`src/rtl/instruction_fetch_if.sv`:
```
// Fetch-stage bus bundle: instruction-memory read handshake, decoder valid/ready
// stream, and the redirect pulse from execute.
interface instruction_fetch_if;
    logic        mem_req;
    logic [31:0] mem_addr;
    logic        mem_ack;
    logic [31:0] mem_rdata;
    logic [31:0] ins;
    logic [31:0] ins_pc;
    logic        ins_valid;
    logic        ins_ready;
    logic        pcchange;
    logic [31:0] pcnew;

    // The fetch unit drives requests and the decoder stream.
    modport master (
        output mem_req,
        output mem_addr,
        input  mem_ack,
        input  mem_rdata,
        output ins,
        output ins_pc,
        output ins_valid,
        input  ins_ready,
        input  pcchange,
        input  pcnew
    );

    // Memory, decoder and execute stage seen from the outside.
    modport slave (
        input  mem_req,
        input  mem_addr,
        output mem_ack,
        output mem_rdata,
        input  ins,
        input  ins_pc,
        input  ins_valid,
        output ins_ready,
        output pcchange,
        output pcnew
    );
endinterface

```
`src/rtl/instruction_fetch.sv`:
```
// Instruction fetch stage: single-outstanding word reads into a prefetch FIFO,
// with flush/redirect on a PC change from execute.
module instruction_fetch #(
    parameter logic [31:0] RESET_PC = 32'h0000_0000,
    parameter int unsigned DEPTH    = 2
) (
    input logic                clk,
    input logic                rst_n,
    instruction_fetch_if.master bus
);

    localparam int unsigned AW = (DEPTH > 1) ? $clog2(DEPTH) : 1;
    localparam int unsigned CW = AW + 1;

    typedef enum logic [1:0] {
        IDLE,
        WAIT,
        DRAIN
    } state_t;

    state_t        state;
    logic [31:0]   fetch_pc;
    logic [31:0]   pc_target;
    logic [31:0]   data_q [DEPTH];
    logic [31:0]   addr_q [DEPTH];
    logic [AW-1:0] wr_ptr;
    logic [AW-1:0] rd_ptr;
    logic [CW-1:0] count;
    logic          has_room;
    logic          push;
    logic          pop;

    // Redirect targets are forced word-aligned; the low bits are dropped on purpose.
    logic unused_pcnew_lsb;
    assign unused_pcnew_lsb = ^bus.pcnew[1:0];

    assign pc_target = {bus.pcnew[31:2], 2'b00};
    assign has_room  = (count < CW'(DEPTH));
    assign push      = (state == WAIT) && bus.mem_ack && !bus.pcchange;
    assign pop       = (count != '0) && bus.ins_ready && !bus.pcchange;

    // Request sequencer; DRAIN swallows the one reply already in flight at a redirect.
    always_ff @(posedge clk or negedge rst_n) begin
        if (!rst_n) begin
            state        <= IDLE;
            fetch_pc     <= RESET_PC;
            bus.mem_req  <= 1'b0;
            bus.mem_addr <= RESET_PC;
        end else begin
            unique case (state)
                IDLE: begin
                    if (bus.pcchange) begin
                        fetch_pc <= pc_target;
                    end else if (has_room) begin
                        bus.mem_req  <= 1'b1;
                        bus.mem_addr <= fetch_pc;
                        state        <= WAIT;
                    end
                end
                WAIT: begin
                    if (bus.mem_ack) begin
                        bus.mem_req <= 1'b0;
                        state       <= IDLE;
                        fetch_pc    <= bus.pcchange ? pc_target : fetch_pc + 32'd4;
                    end else if (bus.pcchange) begin
                        fetch_pc <= pc_target;
                        state    <= DRAIN;
                    end
                end
                DRAIN: begin
                    if (bus.pcchange) begin
                        fetch_pc <= pc_target;
                    end
                    if (bus.mem_ack) begin
                        bus.mem_req <= 1'b0;
                        state       <= IDLE;
                    end
                end
                default: begin
                    bus.mem_req <= 1'b0;
                    state       <= IDLE;
                end
            endcase
        end
    end

    // Prefetch FIFO of {word, address}; a redirect flush wins over any pop.
    always_ff @(posedge clk or negedge rst_n) begin
        if (!rst_n) begin
            wr_ptr <= '0;
            rd_ptr <= '0;
            count  <= '0;
            for (int unsigned i = 0; i < DEPTH; i++) begin
                data_q[i] <= '0;
                addr_q[i] <= '0;
            end
        end else if (bus.pcchange) begin
            wr_ptr <= '0;
            rd_ptr <= '0;
            count  <= '0;
        end else begin
            if (push) begin
                data_q[wr_ptr] <= bus.mem_rdata;
                addr_q[wr_ptr] <= bus.mem_addr;
                wr_ptr         <= wr_ptr + AW'(1);
            end
            if (pop) begin
                rd_ptr <= rd_ptr + AW'(1);
            end
            if (push && !pop) begin
                count <= count + CW'(1);
            end else if (pop && !push) begin
                count <= count - CW'(1);
            end
        end
    end

    assign bus.ins       = data_q[rd_ptr];
    assign bus.ins_pc    = addr_q[rd_ptr];
    assign bus.ins_valid = (count != '0);

endmodule

```
`src/flat_wrapper.sv`:
```
// flat-port wrapper written by rule: the top's interface ports become plain ports
module instruction_fetch_flat 
#(
    parameter logic [31:0] RESET_PC = 32'h0000_0000,
    parameter int unsigned DEPTH    = 2
)
  (clk, rst_n, bus_mem_req, bus_mem_addr, bus_mem_ack, bus_mem_rdata, bus_ins, bus_ins_pc, bus_ins_valid, bus_ins_ready, bus_pcchange, bus_pcnew);
  instruction_fetch_if bus_i ();
  input logic clk;
  input logic rst_n;
  output wire logic [$bits(bus_i.mem_req)-1:0] bus_mem_req;
  output wire logic [$bits(bus_i.mem_addr)-1:0] bus_mem_addr;
  input wire logic [$bits(bus_i.mem_ack)-1:0] bus_mem_ack;
  input wire logic [$bits(bus_i.mem_rdata)-1:0] bus_mem_rdata;
  output wire logic [$bits(bus_i.ins)-1:0] bus_ins;
  output wire logic [$bits(bus_i.ins_pc)-1:0] bus_ins_pc;
  output wire logic [$bits(bus_i.ins_valid)-1:0] bus_ins_valid;
  input wire logic [$bits(bus_i.ins_ready)-1:0] bus_ins_ready;
  input wire logic [$bits(bus_i.pcchange)-1:0] bus_pcchange;
  input wire logic [$bits(bus_i.pcnew)-1:0] bus_pcnew;
  assign bus_mem_req = bus_i.mem_req;
  assign bus_mem_addr = bus_i.mem_addr;
  assign bus_i.mem_ack = bus_mem_ack;
  assign bus_i.mem_rdata = bus_mem_rdata;
  assign bus_ins = bus_i.ins;
  assign bus_ins_pc = bus_i.ins_pc;
  assign bus_ins_valid = bus_i.ins_valid;
  assign bus_i.ins_ready = bus_ins_ready;
  assign bus_i.pcchange = bus_pcchange;
  assign bus_i.pcnew = bus_pcnew;
  instruction_fetch #(.RESET_PC(RESET_PC), .DEPTH(DEPTH)) u_core (.clk(clk), .rst_n(rst_n), .bus(bus_i));
endmodule
```
`config.mk`:
```
export PLATFORM = sky130hd
export DESIGN_NAME = instruction_fetch_flat
export DESIGN_NICKNAME = d
export VERILOG_FILES = /design/src/rtl/instruction_fetch_if.sv /design/src/rtl/instruction_fetch.sv /design/src/flat_wrapper.sv
export SDC_FILE = /design/constraint.sdc
export NUM_CORES = 1
export LEC_CHECK = 0
export BUFFER_PORTS_ARGS = -buffer_cell sky130_fd_sc_hd__buf_2
export CORE_ASPECT_RATIO = 0.5
export CORE_MARGIN = 10
export CORE_UTILIZATION = 52
export DETAILED_ROUTE_END_ITERATION = 10
export GPL_TIMING_DRIVEN = 0
export PLACE_DENSITY = 0.75
export SETUP_SLACK_MARGIN = 0.05
export SKIP_CTS_REPAIR_TIMING = 1
export SLEW_MARGIN = 20
export SYNTH_ARGS = -nofsm -noshare
export SYNTH_HDL_FRONTEND = slang
export SYNTH_SLANG_ARGS = --single-unit
```
`constraint.sdc`:
```
create_clock -name clk -period 6.6 [get_ports clk]
set_input_delay 0.66 -clock clk [delete_from_list [all_inputs] [get_ports clk]]
set_output_delay 0.66 -clock clk [all_outputs]
set_load 0.02 [all_outputs]
```
## After elaboration in Yosys (flattened, before gate mapping)

Cells that the tools add are included.

| cells by class | value |
|---|---|
| equality and inequality tests | 7 |
| add/subtract/negate cells | 5 |
| mux-type cells | 31 |
| magnitude comparators | 4 |
| reduce and logical (&&, ||, !) cells | 22 |
| bitwise logic cells | 3 |

Operators with widths:

| cell | count |
|---|---|
| 2-to-1 mux 32 bit | 10 |
| bitwise mux 64 bit | 2 |
| one-hot mux 32 bit (2 select lines) | 1 |
| adder 32 x 3 -> 32 bit (second input constant) | 1 |
| demux 32 bit (select 1 bit) | 1 |
| 2-to-1 mux 2 bit | 8 |
| nonzero test 2 bit | 4 |
| logical AND 1 bit | 7 |
| 2-to-1 mux 1 bit | 7 |
| one-hot mux 2 bit (3 select lines) | 1 |
| AND reduction 3 bit | 2 |
| >= comparator 2 bit (second input constant) | 2 |
| != test 2 x 1 -> 1 bit (second input constant) | 2 |
| != test 2 bit (second input constant) | 2 |
| NOT 1 -> 2 bit | 2 |
| AND reduction 4 bit | 1 |
| OR reduction 2 bit | 2 |
| zero test 1 bit | 3 |
| != test 3 bit (second input constant) | 1 |
| nonzero test 3 bit | 1 |
| adder 1 bit (second input constant) | 2 |
| adder 2 x 1 -> 2 bit (second input constant) | 1 |
| equality test 2 x 1 -> 1 bit (second input constant) | 1 |
| equality test 2 bit (second input constant) | 1 |
| 7 further kinds | 7 |

| storage, ports and cells | value |
|---|---|
| bits of input ports | 69 |
| bits in registers | 199 |
| logic and storage cells | 83 |
| output and inout bits | 98 |

## Logic depth before layout (Yosys ltp)

| logic depth | value |
|---|---|
| depth after elaboration | 8 |
| mapped depth | 8 |
| gate-level depth less buffers | 6 |

## Least setup slack after synthesis

No wires, ideal clock.

| path | value |
|---|---|
| path kind | register to register |
| from | register u_core.state[0] |
| to | register u_core.fetch_pc[21] |
| data required time | 6.470 ns |
| cell stages (with the launch flop) | 8 |
| setup time | 0.130 ns |
| period minus slack after synthesis | 2.113 ns |
| buffers on the path | 1 |
| setup slack | 4.487 ns |
| data arrival time | 1.983 ns |
| cells stage by stage | dfrtp_1 inv_1 ha_1 or3b_2 buf_2 nor4_1 nor4b_1 nor3_1 |

| between the ends | value |
|---|---|
| cells in the longest elaborated chain, start to end | 3 |
| elaborated cells between the ends (all ways) | 6 |
| those cells by class | 2 x eq/ne; 1 x mux; 3 x reduce/logical |

Ends and longest elaborated chain:

| item | RTL line | RTL |
|---|---|---|
| from (decl) | instruction_fetch.sv:21 | `state_t state;` |
| from (signal assigned) | instruction_fetch.sv:45 | `state <= IDLE;` |
| from (signal assigned) | instruction_fetch.sv:57 | `state <= WAIT;` |
| from (signal assigned) | instruction_fetch.sv:63 | `state <= IDLE;` |
| equality test 2 bit or zero test 2 bit (tied branches) | instruction_fetch.sv:50 | `unique case (state)` |
| OR reduction 2 bit (no source line) | -- |  |
| one-hot mux 32 bit (2 select lines) or nonzero test 2 bit (tied branches) | -- |  |
| to (signal assigned) | instruction_fetch.sv:53 | `fetch_pc <= pc_target;` |
| to (signal assigned) | instruction_fetch.sv:64 | `fetch_pc <= bus.pcchange ? pc_target : fetch_pc + 32'd4;` |
| to (signal assigned) | instruction_fetch.sv:66 | `fetch_pc <= pc_target;` |
| to (decl) | instruction_fetch.sv:22 | `logic [31:0] fetch_pc;` |

Parallel ways exist; a longest one is shown, timed or not.
A chain may end at the register's enable or synchronous reset.

## Final worst setup path

| path | value |
|---|---|
| from | register u_core.rd_ptr |
| to | output port bus_ins_pc[22] |

| between the ends | value |
|---|---|
| cells in the longest elaborated chain, start to end | 4 |

Ends and longest elaborated chain:

| item | RTL line | RTL |
|---|---|---|
| from (decl) | instruction_fetch.sv:27 | `logic [AW-1:0] rd_ptr;` |
| from (signal assigned) | instruction_fetch.sv:108 | `rd_ptr <= rd_ptr + AW'(1);` |
| NOT 1 -> 2 bit (implied by the code) | instruction_fetch.sv:119 | `assign bus.ins_pc = addr_q[rd_ptr];` |
| 2-to-1 mux 32 bit (implied by the code) (3 in series) | instruction_fetch.sv:119 |  |
| to (decl) | flat_wrapper.sv:16 | `output wire logic [$bits(bus_i.ins_pc)-1:0] bus_ins_pc;` |

No other way between the ends. The select of a mux whose other input is x is not followed.

==> impl_results.md <==
* Post-Syn Nets at 810
* Largest net degree at the start of global routing at 81
* Final Cell Area at 11,100 um2
* GRT met2 Usage at 33.3%
* FF-to-FF setup slack at 3.91 ns
* CTS buffer count at 17
* Reg2Reg Capture Point: u_core.addr_q[48]$_DFFE_PN0P_
* Clock sinks at 199
* Leakage at 5.04 nW
* Vias at 7,006
* GRT Residual Overflow at 0
* Worst Path Arrival at 2.58 ns
* End point of the critical path: bus_ins_pc[22]
* Clock Path Buffers at 2
* Clock skew at 0.0130 ns
* Grt met1 use at 25.9%
* Clk slew on worst S/H paths at 0.08 ns
* Post-synth top area cell: dfrtp_1
* Startpoint Class: register
* # port buffers at 164
* Grt peak-use layer: met2
* Total core area at 17,500 um2
* H-Tree Depth at 4
* Routability cong. at 0.925
* Wirelength, routed at 24,900 um
* Psw at 0.00190 W
* Worst ir drop on vdd at 250 uV
* RSZ-0062 raised after global routing: false
* Worst path max stage delay at 0.67 ns
* DRC at 0
* Tmin final at 3.24 ns
* Outcome: finished, final reports clean
* Post-route clock period utilization at 49.0%
* Post-synthesis async set-or-reset flop share at 100%
* # diodes at 0
* Placed insts at 1,136
* Worst Tran Pin Value at 1.03 ns
* Post-Layout Cell Count at 1,168
* Pwr dens at 459 nW/um2
* Clock root cell: clkbuf_16
* DRT antenna net count at 0
* Tot Pwr at 0.00510 W
* Comb power frac at 38.8%
* CP max FO at 10
* Sequential fraction of the synthesis area at 53.2%
* Slew Viols, Final at 0
* Worst-path cell chain: clkbuf_1 > clkbuf_1 > mux2_2 > buf_2
* P_int at 0.00321 W
* Die X-Extent at 210 um
* Max_cap viols at 0
* Detailed Place HPWL at 17,700 um
* Met3 Resource Use GR at 5.14%
* Tightest Hold Check Type: in2async
* CP most frequent cell: clkbuf_1
* Seq cells post-synth at 199
* Clock share of power at 20.3%
* Max Clk Rate at 0.309 GHz
* Total GRT Usage at 20.2%
* Initial antenna violation count at 0
* First-pass GRT wire length at 39,100 um
* # rows at 34
* Count of nets after finishing at 995
* Final core utilization at 63.4%
* Initial core utilization at 53.4%
* Dominant synthesized flop cell: dfrtp_1
* Vias in the first global route at 7,151
* Chip height at 115 um
* Reg2reg start: u_core.state[1]$_DFFE_PN0P_
* Share of layout cells above drive strength 1 at 47.5%
* Drt first pass iters at 6
* Hold Fails Final Rpt at 0
* Number of vias per cell at 6.00
* Slowest-stage cell, CP: clkbuf_1
* Syn. warnings at 0
* Placement Cell Area at 10,500 um2
* Setup TNS at 0 ns
* Worst endpoint required time at 5.94 ns
* Max_slew headroom at 31.4%
* Yosys top cell area share at 53.2%
* Die area at 24,100 um2
* Distinct cells, synth at 61
* Final setup vio count at 0
* I/O pin count at 167
* Post-synth EDFFs at 0
* CP startpoint: u_core.rd_ptr$_DFFE_PN0P_
* Largest cells by area after synthesis: dfrtp_1 53%, mux2_2 27%, clkbuf_1 1.4%
* CP Class: reg2out
* CTS tree: built
* Syn Inst Count at 736
* Flop pwr share at 40.9%
* Clock Latency Late Sink at 0.44 ns
* Syn_area_per_cell at 12.7 um2
* Layout area overhead at 18.8%
* Sw Ratio at 37.1%
* Critical path endpoint category: output port
* Iter 0 DRT Violations at 765
* Mapped Area at 9360 um2
* Worst r2r path cells at 6
* WL/cell at 21.3 um
==> logic make-up after synthesis <==
group / share of synthesized area [%]
and+or+nand+nor: 9.83
xor gates and xnor gates: 0.281
adders and majority gates: 0.668
AOI/OAI and AO/OA: 6.71
muxes: 26.9
DFF: 53.2
buffers and inverters: 2.37
==> power groups by stage <==
stage	Sequential, W	Combinational (W)	Clock (W)
after floorplan	0.00211	0.00131	0
after global routing	0.00215	0.00214	0.00110
after detailed placement	0.00211	0.00199	0
after CTS	0.00209	0.00201	0.00105
final	0.00209	0.00198	0.00103
after global placement	0.00206	0.00194	0
==> stage by stage <==
step,setup slack [ns],hold WS (ns)
5_1_grt,3.28,0.140
6_report,3.36,0.123
2_1_floorplan,4.49,0.364
4_1_cts,3.40,0.131
3_3_place_gp,1.70,0.466
3_5_place_dp,3.64,0.485
==> routing by layer <==
layer	vias to the layer above	share of wire, %
met5	-	0
met4	0	1.9
met3	51	7.6
met2	314	48
met1	3530	42
li1	3111	-
==> cells in the final DEF, fill, tap and decap left out, drive strengths merged, types with 17 or more instances in the layout <==
cell / n
o21ai: 17
clkbuf: 54
nand2: 23
nand3: 20
dfrtp: 199
mux2: 224
nor3: 21
nor2: 17
inv: 17
buf: 176
a21oi: 19
==> final cells by class <==
type                            instances  area, um2
Buffer                                 45        180
Inverter                               11       41.3
Clock inverter                         13        135
Clock buffer                           19        443
Fill cell                            1372       6410
Timing Repair Buffer                  166        886
Tap cell                              234        293
Multi-Input combinational cell        481       4160
Sequential cell                       199       4980
==> worst min path at each step <==
stage | startpoint | endpoint | slack (ns) | cells past startpoint
after CTS | rst_n | u_core.addr_q[47]$_DFFE_PN0P_ | 0.13 | 1
after global routing | rst_n | u_core.addr_q[14]$_DFFE_PN0P_ | 0.14 | 1
after floorplan | rst_n | u_core.addr_q[0]$_DFFE_PN0P_ | 0.36 | 0
final | rst_n | u_core.addr_q[49]$_DFFE_PN0P_ | 0.12 | 1
after detailed placement | u_core.fetch_pc[0]$_DFFE_PN0P_ | u_core.fetch_pc[0]$_DFFE_PN0P_ | 0.48 | 1
after global placement | u_core.fetch_pc[1]$_DFFE_PN0P_ | u_core.fetch_pc[1]$_DFFE_PN0P_ | 0.47 | 1
==> registers in the layout, summed over array words and instances, names as in the netlist <==
signal,count
u_core.fetch_pc,32
u_core.data_q,64
u_core.bus.mem_req,1
u_core.addr_q,64
u_core.wr_ptr,1
u_core.state,2
u_core.bus.mem_addr,32
u_core.count,2
u_core.rd_ptr,1
==> worst max-delay path, delay by kind of cell, from the launching register on <==
family | cells | cell delay [ns]
DFF | 1 | 0.35
muxes | 1 | 0.42
buffers and inverters | 3 | 1.37
==> synth_stat cells (all sizes together) (4+ instances only) <==
cell type,number
a21oi,19
buf,10
mux2,224
and2,5
and4,5
nor3,21
o311ai,5
inv,11
nand3,20
nor4,8
and3,16
a311o,4
nor2b,8
clkbuf,35
dfrtp,199
nor2,17
or3,5
nand2,23
nand4,14
a221oi,4
nand2b,6
ha,5
o21ai,17
a31oi,4
Note: power is estimated with default switching activity, not from simulation.
